## src/rtl/alu_issue_queue.sv

```systemverilog
// alu_issue_queue
//   Reservation station and issue scheduler for the combinational ALU.
//   Dispatched micro-ops wait here until both source operands are present.
//   Operand values are captured from two result broadcast buses: bus 0 is
//   the ALU loopback and bus 1 is the load/store unit. Each cycle at most one
//   ready entry is issued, chosen round-robin, onto registered ex* outputs.
//
// Ports
//   clk, rst            clock, asynchronous active-high reset
//   clear               synchronous flush of every entry (branch/jump redirect)
//   disp_*              dispatch request: opcode, operand values/tags, dest, pc
//   full                no free entry; a dispatch request is ignored
//   cdb0_*, cdb1_*      result broadcast buses (enable, tag, data)
//   ex_alu_en           one-cycle issue pulse to the ALU
//   exsrc1/2, expc,
//   exaluop, exdest     issued micro-op fields, held while ex_alu_en is low
module alu_issue_queue #(
  parameter int DATA_W   = 32,
  parameter int ADDR_W   = 32,
  parameter int OP_W     = 5,
  parameter int TAG_W    = 4,
  parameter int TAG_FREE = 0,
  parameter int ENTRIES  = 4
) (
  input  logic              clk,
  input  logic              rst,
  input  logic              clear,
  input  logic              disp_en,
  input  logic [OP_W-1:0]   disp_op,
  input  logic [DATA_W-1:0] disp_src1,
  input  logic [DATA_W-1:0] disp_src2,
  input  logic [TAG_W-1:0]  disp_tag1,
  input  logic [TAG_W-1:0]  disp_tag2,
  input  logic [TAG_W-1:0]  disp_dest,
  input  logic [ADDR_W-1:0] disp_pc,
  output logic              full,
  input  logic              cdb0_en,
  input  logic [TAG_W-1:0]  cdb0_tag,
  input  logic [DATA_W-1:0] cdb0_data,
  input  logic              cdb1_en,
  input  logic [TAG_W-1:0]  cdb1_tag,
  input  logic [DATA_W-1:0] cdb1_data,
  output logic              ex_alu_en,
  output logic [DATA_W-1:0] exsrc1,
  output logic [DATA_W-1:0] exsrc2,
  output logic [ADDR_W-1:0] expc,
  output logic [OP_W-1:0]   exaluop,
  output logic [TAG_W-1:0]  exdest
);

  localparam int IDX_W = (ENTRIES > 1) ? $clog2(ENTRIES) : 1;
  localparam int CNT_W = $clog2(ENTRIES + 1);
  localparam logic [TAG_W-1:0] FREE     = TAG_W'(TAG_FREE);
  localparam logic [CNT_W-1:0] CNT_FULL = CNT_W'(ENTRIES);

  typedef struct packed {
    logic [TAG_W-1:0]  tag;
    logic [DATA_W-1:0] val;
  } opnd_t;

  // Operand capture: a waiting operand takes the value of a matching
  // broadcast; bus 0 wins when both buses carry the same tag.
  function automatic opnd_t snoop(
    input opnd_t             o,
    input logic              c0_en,
    input logic [TAG_W-1:0]  c0_tag,
    input logic [DATA_W-1:0] c0_data,
    input logic              c1_en,
    input logic [TAG_W-1:0]  c1_tag,
    input logic [DATA_W-1:0] c1_data
  );
    opnd_t r;
    r = o;
    if (o.tag != FREE) begin
      if (c0_en && (c0_tag == o.tag)) begin
        r.tag = FREE;
        r.val = c0_data;
      end else if (c1_en && (c1_tag == o.tag)) begin
        r.tag = FREE;
        r.val = c1_data;
      end
    end
    return r;
  endfunction

  logic [ENTRIES-1:0] busy;
  logic [OP_W-1:0]    e_op   [ENTRIES];
  logic [ADDR_W-1:0]  e_pc   [ENTRIES];
  logic [TAG_W-1:0]   e_dest [ENTRIES];
  opnd_t              e_src1 [ENTRIES];
  opnd_t              e_src2 [ENTRIES];
  logic [IDX_W-1:0]   rr_ptr;

  logic [ENTRIES-1:0] ready;
  logic [CNT_W-1:0]   busy_cnt;
  logic               sel_vld;
  logic [IDX_W-1:0]   sel_idx;
  logic [IDX_W-1:0]   scan_idx;
  logic [IDX_W-1:0]   free_idx;
  logic               accept;
  opnd_t              disp_opnd1;
  opnd_t              disp_opnd2;

  // Select stage: readiness, occupancy, free slot and round-robin choice are
  // all taken from registered entry state only.
  always_comb begin
    busy_cnt = '0;
    ready    = '0;
    free_idx = '0;
    sel_vld  = 1'b0;
    sel_idx  = '0;
    scan_idx = '0;
    for (int i = 0; i < ENTRIES; i++) begin
      busy_cnt = busy_cnt + CNT_W'(busy[i]);
      ready[i] = busy[i] && (e_src1[i].tag == FREE) && (e_src2[i].tag == FREE);
    end
    for (int i = ENTRIES - 1; i >= 0; i--) begin
      if (!busy[i]) free_idx = IDX_W'(i);
    end
    // ENTRIES is a power of two, so the index addition wraps naturally.
    for (int k = 0; k < ENTRIES; k++) begin
      scan_idx = rr_ptr + IDX_W'(k);
      if (!sel_vld && ready[scan_idx]) begin
        sel_vld = 1'b1;
        sel_idx = scan_idx;
      end
    end
  end

  assign full   = (busy_cnt == CNT_FULL);
  assign accept = disp_en && !full && !clear;

  assign disp_opnd1 = snoop({disp_tag1, disp_src1}, cdb0_en, cdb0_tag, cdb0_data,
                            cdb1_en, cdb1_tag, cdb1_data);
  assign disp_opnd2 = snoop({disp_tag2, disp_src2}, cdb0_en, cdb0_tag, cdb0_data,
                            cdb1_en, cdb1_tag, cdb1_data);

  // Issue stage: control state and the registered ALU-facing outputs.
  // A slot freed here and a slot filled by dispatch are never the same entry,
  // because dispatch only targets entries that were not busy.
  always_ff @(posedge clk or posedge rst) begin
    if (rst) begin
      busy      <= '0;
      rr_ptr    <= '0;
      ex_alu_en <= 1'b0;
      exsrc1    <= '0;
      exsrc2    <= '0;
      expc      <= '0;
      exaluop   <= '0;
      exdest    <= FREE;
    end else if (clear) begin
      busy      <= '0;
      ex_alu_en <= 1'b0;
    end else begin
      ex_alu_en <= sel_vld;
      if (sel_vld) begin
        busy[sel_idx] <= 1'b0;
        rr_ptr        <= sel_idx + IDX_W'(1);
        exsrc1        <= e_src1[sel_idx].val;
        exsrc2        <= e_src2[sel_idx].val;
        expc          <= e_pc[sel_idx];
        exaluop       <= e_op[sel_idx];
        exdest        <= e_dest[sel_idx];
      end
      if (accept) busy[free_idx] <= 1'b1;
    end
  end

  // Entry payload: written on dispatch, otherwise snooping the buses every
  // cycle. Contents of non-busy entries are don't-care, so no reset here.
  always_ff @(posedge clk) begin
    for (int i = 0; i < ENTRIES; i++) begin
      if (accept && (free_idx == IDX_W'(i))) begin
        e_op[i]   <= disp_op;
        e_pc[i]   <= disp_pc;
        e_dest[i] <= disp_dest;
        e_src1[i] <= disp_opnd1;
        e_src2[i] <= disp_opnd2;
      end else begin
        e_src1[i] <= snoop(e_src1[i], cdb0_en, cdb0_tag, cdb0_data,
                           cdb1_en, cdb1_tag, cdb1_data);
        e_src2[i] <= snoop(e_src2[i], cdb0_en, cdb0_tag, cdb0_data,
                           cdb1_en, cdb1_tag, cdb1_data);
      end
    end
  end

endmodule

```

## config.mk

```make
export PLATFORM = sky130hd
export DESIGN_NAME = alu_issue_queue
export DESIGN_NICKNAME = d
export VERILOG_FILES = /design/src/rtl/alu_issue_queue.sv
export SDC_FILE = /design/constraint.sdc
export NUM_CORES = 1
export LEC_CHECK = 0
export CAP_MARGIN = 40
export CELL_PAD_IN_SITES_DETAIL_PLACEMENT = 2
export CELL_PAD_IN_SITES_GLOBAL_PLACEMENT = 2
export CORE_MARGIN = 2
export CORE_UTILIZATION = 35
export DETAILED_ROUTE_END_ITERATION = 16
export PLACE_DENSITY_LB_ADDON = 0.1
export SETUP_SLACK_MARGIN = 0.05
export SLEW_MARGIN = 20
export SYNTH_ARGS = -nofsm -noshare
export SYNTH_HDL_FRONTEND = slang
export SYNTH_SLANG_ARGS = --single-unit
```

## constraint.sdc

```tcl
create_clock -name clk -period 8.8 [get_ports clk]
set_clock_uncertainty 0.05 [all_clocks]
set_input_delay 2.2 -clock clk [delete_from_list [all_inputs] [get_ports clk]]
set_output_delay 2.2 -clock clk [all_outputs]
set_load 0.02 [all_outputs]
```

---- After elaboration in Yosys (flattened, before gate mapping) ----
Memories as Yosys holds them, arrays and structs flattened. A register that Yosys moved wholly into a read port is not among the register bits.
Cells that the tools add are included.
storage, ports and cells
  input port bits ......................... 191
  bits in writable memories ............... 452
  memories ................................ 5
  output and inout bits ................... 107
  flip-flop bits (word level) ............. 7
  word-level logic and storage cells ...... 246
memories
  memory  depth  width  rd ports  clocked after memory_dff  write ports  line  text
  e_src1  4      36     5         1                         4            90    opnd_t e_src1 [ENTRIES];
  e_src2  4      36     5         1                         4            91    opnd_t e_src2 [ENTRIES];
  e_pc    4      32     1         1                         1            88    logic [ADDR_W-1:0] e_pc [ENTRIES];
  e_op    4      5      1         1                         1            87    logic [OP_W-1:0] e_op [ENTRIES];
  e_dest  4      4      1         1                         1            89    logic [TAG_W-1:0] e_dest [ENTRIES];
operators by class
  add/sub/neg operators ................... 7
  $lt $le $gt $ge ......................... 8
  equality and inequality tests ........... 24
  reduce and logical (&&, ||, !) cells .... 73
  muxes and demuxes ....................... 114
  bitwise gates (word level) .............. 12
operators by type and width
  kind                 number
  $mux 36              46
  $mux 32              3
  $reduce_or 32->1     3
  $eq 4x4->1           20
  $reduce_bool 4->1    10
  $logic_and 1x1->1    39
  $mux 2               17
  $logic_not 4->1      8
  $mux 1               32
  $mux 4               7
  $lt 2x3->1 const B   6
  $mux 5               3
  $reduce_or 5->1      3
  $reduce_or 4->1      3
  $bmux 1 s2           4
  $or 1x1->1           8
  $logic_not 1->1      5
  $add 2x1->2 const B  2
  $add 2x2->2 const B  2
  $and 4x4->4          1
  $demux 1 s2          2
  $eq 2x2->1 const B   2
  $ge 2x1->1 const B   2
  $not 4->4            1
  9 further kinds      9

---- Logic depth before layout (Yosys ltp) ----
Gate-level depths: netlist (run 1).
  depth after elaboration ................. 26
  mapped depth ............................ 14
  gate-level depth less buffers ........... 11

---- Least setup slack after synthesis (run 1) ----
No wires, ideal clock.
  path type ............................... input -> register
  start point ............................. input port cdb0_tag[0]
  end point ............................... memory e_src1[0][0] (netlist bit) (enable)
  data arrival time ....................... 5.957 ns
  data required time ...................... 8.271 ns
  library setup time ...................... 0.479 ns
  path buffers ............................ 2
  stages on the path ...................... 6
  setup slack ............................. 2.314 ns
  cell sequence ........................... buf_2 > xor2_1 > nor4_2 > buf_2 > a31oi_1 > o21ai_0
RTL lines
  what             line  text
  start, declared  38    input logic [TAG_W-1:0] cdb0_tag,
  end, declared    90

---- Worst setup path in the final report (run 1) ----
  start point ............................. register busy[1]
  end point ............................... output port full
between the ends
  longest elaborated chain between the ends .. 4
RTL lines
  what                             line  text
  start, declared                  86    logic [ENTRIES-1:0] busy;
  start signal, assigned           143   busy <= '0;
  start signal, assigned           152   busy <= '0;
  start signal, assigned by index  157   busy[sel_idx] <= 1'b0;
  $add 1x1->2                      114   busy_cnt = busy_cnt + CNT_W'(busy[i]);
  $add 2x1->3                      114
  $add 3x1->3                      114
  $eq 3x3->1                       130   assign full = (busy_cnt == CNT_FULL);
  end, declared                    36    output logic full,
Every way passes these cells.

==> results.yml, run 1 <==
outcome:
  status: "completed"
route:
  drt-pass1-iter-count: 5
  drt_iter0_drc: 1567
  drt_wl_total_um: 109000
  num_vias: 21600
  vias_per_cell: 5.71
  drc_errors: 0
  antenna_left: 0
  wl_per_cell_um: 28.7
sta:
  achievable-frequency_mhz: 179
  hold_viol_final: 0
  worst_pin_slew_ps: 904
  fin_crit_sh_pct: 63.5
  relSlewSlack_pct: 39.8
  rsz0062_at_grt: "no"
  worst_slack_ps: 3220
  setup_tns_ps: 0
  setup_viol: 0
  drv_slew: 0
  layout_min_cycle_time_ps: 5580
min_path:
  min-delay-start: "expc[10]"
  min_to: "expc[10]"
  hold_path.class: "register to register"
  hold_depth: 2
critical_path:
  crit_cells: 7
  end_kind: "output pin"
  cp_slowest_cell: "clkdlybuf4s50_1"
  cpPeakStageDelay_ps: 680
  r2r_setup_slack_ps: 3850
  worst_ep_arrival_time_ps: 3330
  reg2reg_to: "e_pc[3][18]"
  crit_type: "register to output pin"
  reg2reg_depth: 14
  worstPathRequired_ps: 6550
  critical_path_buf_inv_count: 3
  critPathMaxFanout: 5
  cp_cell_sequence: "inv_1, fa_1, inv_1, ha_1, ha_1, nor3b_1, clkdlybuf4s50_1"
  startpoint_type: "register"
  critical_path.top_delay_family: "adder cells"
  r2r_start: "busy[1]"
power_and_ir_drop:
  totalPowerFinal_uw: 7020
  power.leakage_uw: 0.0124
  p_per_area_nw_per_um2: 197
  ir_drop_v: 0.000122
clock_tree:
  cts.sinks: 564
  clock_latency_ps: 620
  cts_tree: "done"
  cts.path.max_buffers: 3
  cts_setup_buffers: 0
  post_cts_resize_count: 0
  clkTransAtPathRegs_ps: 60
  ctsHoldBuffers: 0
  cts_buffers: 70
  clockRootBuffer: "clkbuf_16"
  htree_num_levels: 3
floorplanning:
  dieArea_sq_um: 85600
  fp-row-count: 105
  die_w_um: 293
  core-area_sq_um: 82200
  fp.dieH_um: 293
  pin_count: 298
  initial_core_util_pct: 35.4
logic_synthesis:
  syn-num-nets: 2637
  synthArstFlopShare_pct: 19.9
  netlist_area_sq_um: 29100
  ys.flop_type: "edfxtp_1"
  syn_avg_cell_area_sq_um: 11.9
  syn_inst: 2443
  synth-edff-count: 452
  synth.distinct_cells: 48
  synth-seq-cells: 564
  ys_seq_area_share_pct: 56.2
  ys_warn_count: 0
layout:
  num-nets-final: 2842
  drive_above_1_share_pct: 17.7
  area_growth_pct: 22.1
  layout.cells.most_common: "edfxtp_1"
  fin_util_pct: 43.3
  final_cell_mix: "edfxtp_1, nand2_1, clkdlybuf4s50_1"
grt:
  grt_max_degree: 99
  grt_pass1_vias: 24000
  grt_overflow: 0
  grt_pass1_wl_um: 161000
  grt_usage_pct: 25.3
  grt_antenna_before_repair: 9
placement:
  gp_congestion: 0.870
  numPortBuffers: 297
  place_ws_ps: 2750
  dpl.hpwl_um: 71600
run:
  max-cap-violations: 0
==> worst min-delay path, delay by kind of cell, from the launching register on <==
family	cells	cell delay, ps
compound gates	1	60
simple gates	1	50
flops	1	340
==> cells by family after synthesis <==
family / count (synthesis) / share of synthesized area (%)
flops: 564 / 56.2
simple gates: 535 / 8.14
compound gates: 525 / 11.1
mux: 467 / 17.1
buf+inv: 268 / 4.81
xor+xnor: 81 / 2.43
fa+ha+maj: 3 / 0.155
==> flip-flops by register name (all words and copies together) (netlist names) <==
name,flops
e_pc,128
e_dest,16
ex_alu_en,1
exdest,4
e_src1,144
e_op,20
exaluop,5
expc,32
rr_ptr,2
e_src2,144
exsrc2,32
busy,4
exsrc1,32
==> metal layers <==
layer | part of all wire [%] | GRT usage [%] | up-vias | wire length [um]
li1 | - | - | 9585 | -
met1 | 44 | 33.8 | 11200 | 48000
met2 | 48 | 41.8 | 610 | 51800
met3 | 5.1 | 4.01 | 179 | 5520
met4 | 3.1 | 9.02 | 2 | 3320
met5 | 0.011 | 0 | - | 12
==> where the power goes <==
part	internal, uW	switching, uW
clock network	1840	1200
logic	352	524
registers	3030	67.7
==> metrics by stage <==
stage	cell area, sq um	hold WS, ps	instances
after detailed placement	33100	431	3644
final	35600	439	3783
after global routing	35600	474	3783
after global placement	32800	419	3633
after CTS	35500	448	3773
after floorplan	29100	468	2443
==> synth_stat cells, types with 2 or more instances <==
cell type | count | area, sq um
edfxtp_1 | 452 | 13600
nand2_1 | 386 | 1450
mux2_2 | 256 | 2880
o21ai_1 | 251 | 1260
mux2i_1 | 211 | 2110
clkbuf_1 | 144 | 541
dfrtp_1 | 112 | 2800
o221ai_1 | 106 | 928
a31oi_1 | 72 | 450
nor3_1 | 72 | 360
o22ai_1 | 64 | 400
xor2_1 | 54 | 473
buf_2 | 46 | 230
inv_1 | 42 | 158
nor2_1 | 36 | 135
xnor2_1 | 27 | 236
o21ai_0 | 18 | 90.1
buf_12 | 12 | 240
nor4_2 | 12 | 150
buf_6 | 9 | 101
buf_1 | 8 | 30.0
nand3_1 | 5 | 25.0
nor4_4 | 5 | 106
a21oi_1 | 4 | 20.0
bufbuf_8 | 4 | 75.1
nor4_1 | 4 | 25.0
or2_1 | 3 | 18.8
a21o_2 | 2 | 17.5
and3_4 | 2 | 22.5
buf_4 | 2 | 15.0
ha_1 | 2 | 25.0
nor3b_1 | 2 | 15.0
o21ba_2 | 2 | 20.0
or3_1 | 2 | 12.5
==> worst max path at each step <==
| stage | endpoint | startpoint | slack [ps] |
|---|---|---|---|
| finish | full | busy[1] | 3220 |
| global route | full | busy[1] | 3070 |
| CTS | full | busy[0] | 3160 |
| detailed placement | e_op[3][4] | clear | 2750 |
| global placement | e_pc[3][18] | clear | 2760 |
| floorplan | e_src1[0][0] | cdb0_tag[0] | 2310 |
==> cell type report <==
| cell class | instances | area [sq um] |
|---|---|---|
| diodes | 8 | 20.0 |
| clock buffers | 99 | 2000 |
| clock inverters | 30 | 418 |
| fillers | 8187 | 46700 |
| inverters | 43 | 174 |
| multi-input cells | 1611 | 11600 |
| flip-flops and latches | 564 | 16400 |
| well taps | 1070 | 1340 |
| repair buffers | 358 | 3650 |
Power figures use the tool's default switching activity.
==> run 2, diff against run 1 <==
- clock period: 8.8 -> 4.65 ns (I/O delays scaled with it)
==> run 2 against run 1 <==
  * Worst setup slack got worse by 2600 ps
  * Routed wire length increased by 1.4%
  * Power increased by 87%
  * Via count increased by 1.5%
  * Worst hold slack improved by 4.8 ps
  * Clock-buffer cell count decreased by 8
  * Non-clock buffer count increased by 22
  * Sequential power increased by 89%
  * Critical endpoint unchanged
  * Highest routed layer is now met4
==> results.yml, run 2 (same netlist as run 1, synthesis figures left out) <==
placement:
  placed_area_sq_um: 33500
  place_ws_ps: 717
  numPortBuffers: 297
  placedCellCount: 3667
  gp_congestion: 0.803
  dpl.hpwl_um: 71600
floorplanning:
  fp.dieH_um: 293
  initial_core_util_pct: 35.4
  die_w_um: 293
  core-area_sq_um: 82200
  dieArea_sq_um: 85600
  pin_count: 298
  fp-row-count: 105
clock_tree:
  cts_buffers: 70
  cts_tree: "done"
  ctsHoldBuffers: 0
  cts.path.max_buffers: 3
  clkTransAtPathRegs_ps: 60
  clock_latency_ps: 630
  clockRootBuffer: "clkbuf_16"
  cts.sinks: 564
  htree_num_levels: 3
run:
  max-cap-violations: 0
route:
  drt_wl_total_um: 110000
  wl_per_cell_um: 29.0
  antenna_left: 0
  drt-pass1-iter-count: 5
  vias_per_cell: 5.77
  drc_errors: 0
  num_vias: 21900
  drt_iter0_drc: 1464
layout:
  final_cell_mix: "edfxtp_1, nand2_1, clkdlybuf4s50_1"
  area_growth_pct: 23.3
  multiInputGateArea_sq_um: 11600
  fin_cells: 3804
  num-nets-final: 2864
  final-seq-area_sq_um: 16400
  layout.cells.most_common: "edfxtp_1"
  reg_top3: "e_src1: 144 flops, e_src2: 144 flops, e_pc: 128 flops"
  final_area_sq_um: 35900
  fill_cells: 8186
  drive_above_1_share_pct: 18.3
sta:
  rsz0062_at_grt: "no"
  hold_viol_final: 0
  setup_viol: 0
  drv_slew: 0
  worst_slack_ps: 622
  achievable-frequency_mhz: 248
  fin_crit_sh_pct: 86.6
  setup_tns_ps: 0
  worst_pin_slew_ps: 883
  layout_min_cycle_time_ps: 4030
  relSlewSlack_pct: 40.6
grt:
  grt_pass1_vias: 24400
  grt_pass1_wl_um: 163000
  grt_max_degree: 108
  grt_overflow: 0
  grt_antenna_before_repair: 3
  grt_usage_pct: 25.5
critical_path:
  worstPathRequired_ps: 3440
  crit_type: "register to output pin"
  startpoint_type: "register"
  critPathMaxFanout: 6
  worst_ep_arrival_time_ps: 2820
  end_kind: "output pin"
power_and_ir_drop:
  ir_drop_v: 0.000234
  power.leakage_uw: 0.0125
  p_per_area_nw_per_um2: 366
  totalPowerFinal_uw: 13100
outcome:
  status: "completed"
min_path:
  hold_path.class: "register to register"
## run 2: cell count changes in the layout (fill, tap and decap cells not counted), moves of 5 or more
| cell | change |
|---|---|
| buf_12 | +31 |
| clkinvlp_4 | +9 |
| buf_16 | -6 |
| clkbuf_8 | -6 |
| clkinv_1 | +5 |
## run 2: where the power goes
part,switching (uW),internal (uW)
registers,130,5740
clock network,2320,3230
logic,1020,701
total,3470,9670
## run 2: worst max-delay path: stages (launching register included)
cell and delay [ps]:
dfrtp_1 480, inv_1 100, fa_1 550, inv_1 40, ha_1 170, ha_1 290, nor3b_1 270, dlymetal6s2s_1 280
## run 2: final timing paths
kind / cells past startpoint / endpoint / startpoint / slack (ps)
worst max register to register: 12 / e_src1[0][8] / busy[0] / 890
max in group asynchronous: 3 / exaluop[1] / rst / 2740
worst min register to register: 2 / exsrc2[21] / exsrc2[21] / 440
worst max-delay path: 7 / full / busy[0] / 620
min in group asynchronous: 2 / expc[3] / rst / 980
worst min-delay path: 2 / exsrc2[21] / exsrc2[21] / 440
## run 2: layer usage
metal	global-route usage, %	wire length [um]	up-vias
li1	-	-	9616
met1	34.4	49200	11600
met2	43.2	53500	598
met3	3.14	4850	141
met4	7.28	2610	0
met5	0	0	-
## run 2: final cells by class
cell class,count,area share [%]
Clock buffer,91,5.32
Timing Repair Buffer,380,11.3
Multi-Input combinational cell,1611,32.3
Clock inverter,38,1.22
Inverter,43,0.484
Tap cell,1070,3.73
Sequential cell,564,45.6
Antenna cell,7,0.0487
## run 2: through the flow
step | util, % | hold slack, ps
6_report | 43.7 | 444
5_1_grt | 43.7 | 469
4_1_cts | 43.6 | 444
3_5_place_dp | 40.8 | 427
3_3_place_gp | 40.7 | 417
2_1_floorplan | - | 468
## run 2: timing repair
action                                  CTS  global route
setup buffers                             0             0
endpoints found under the setup margin    0             1
gates resized for setup                   0             1
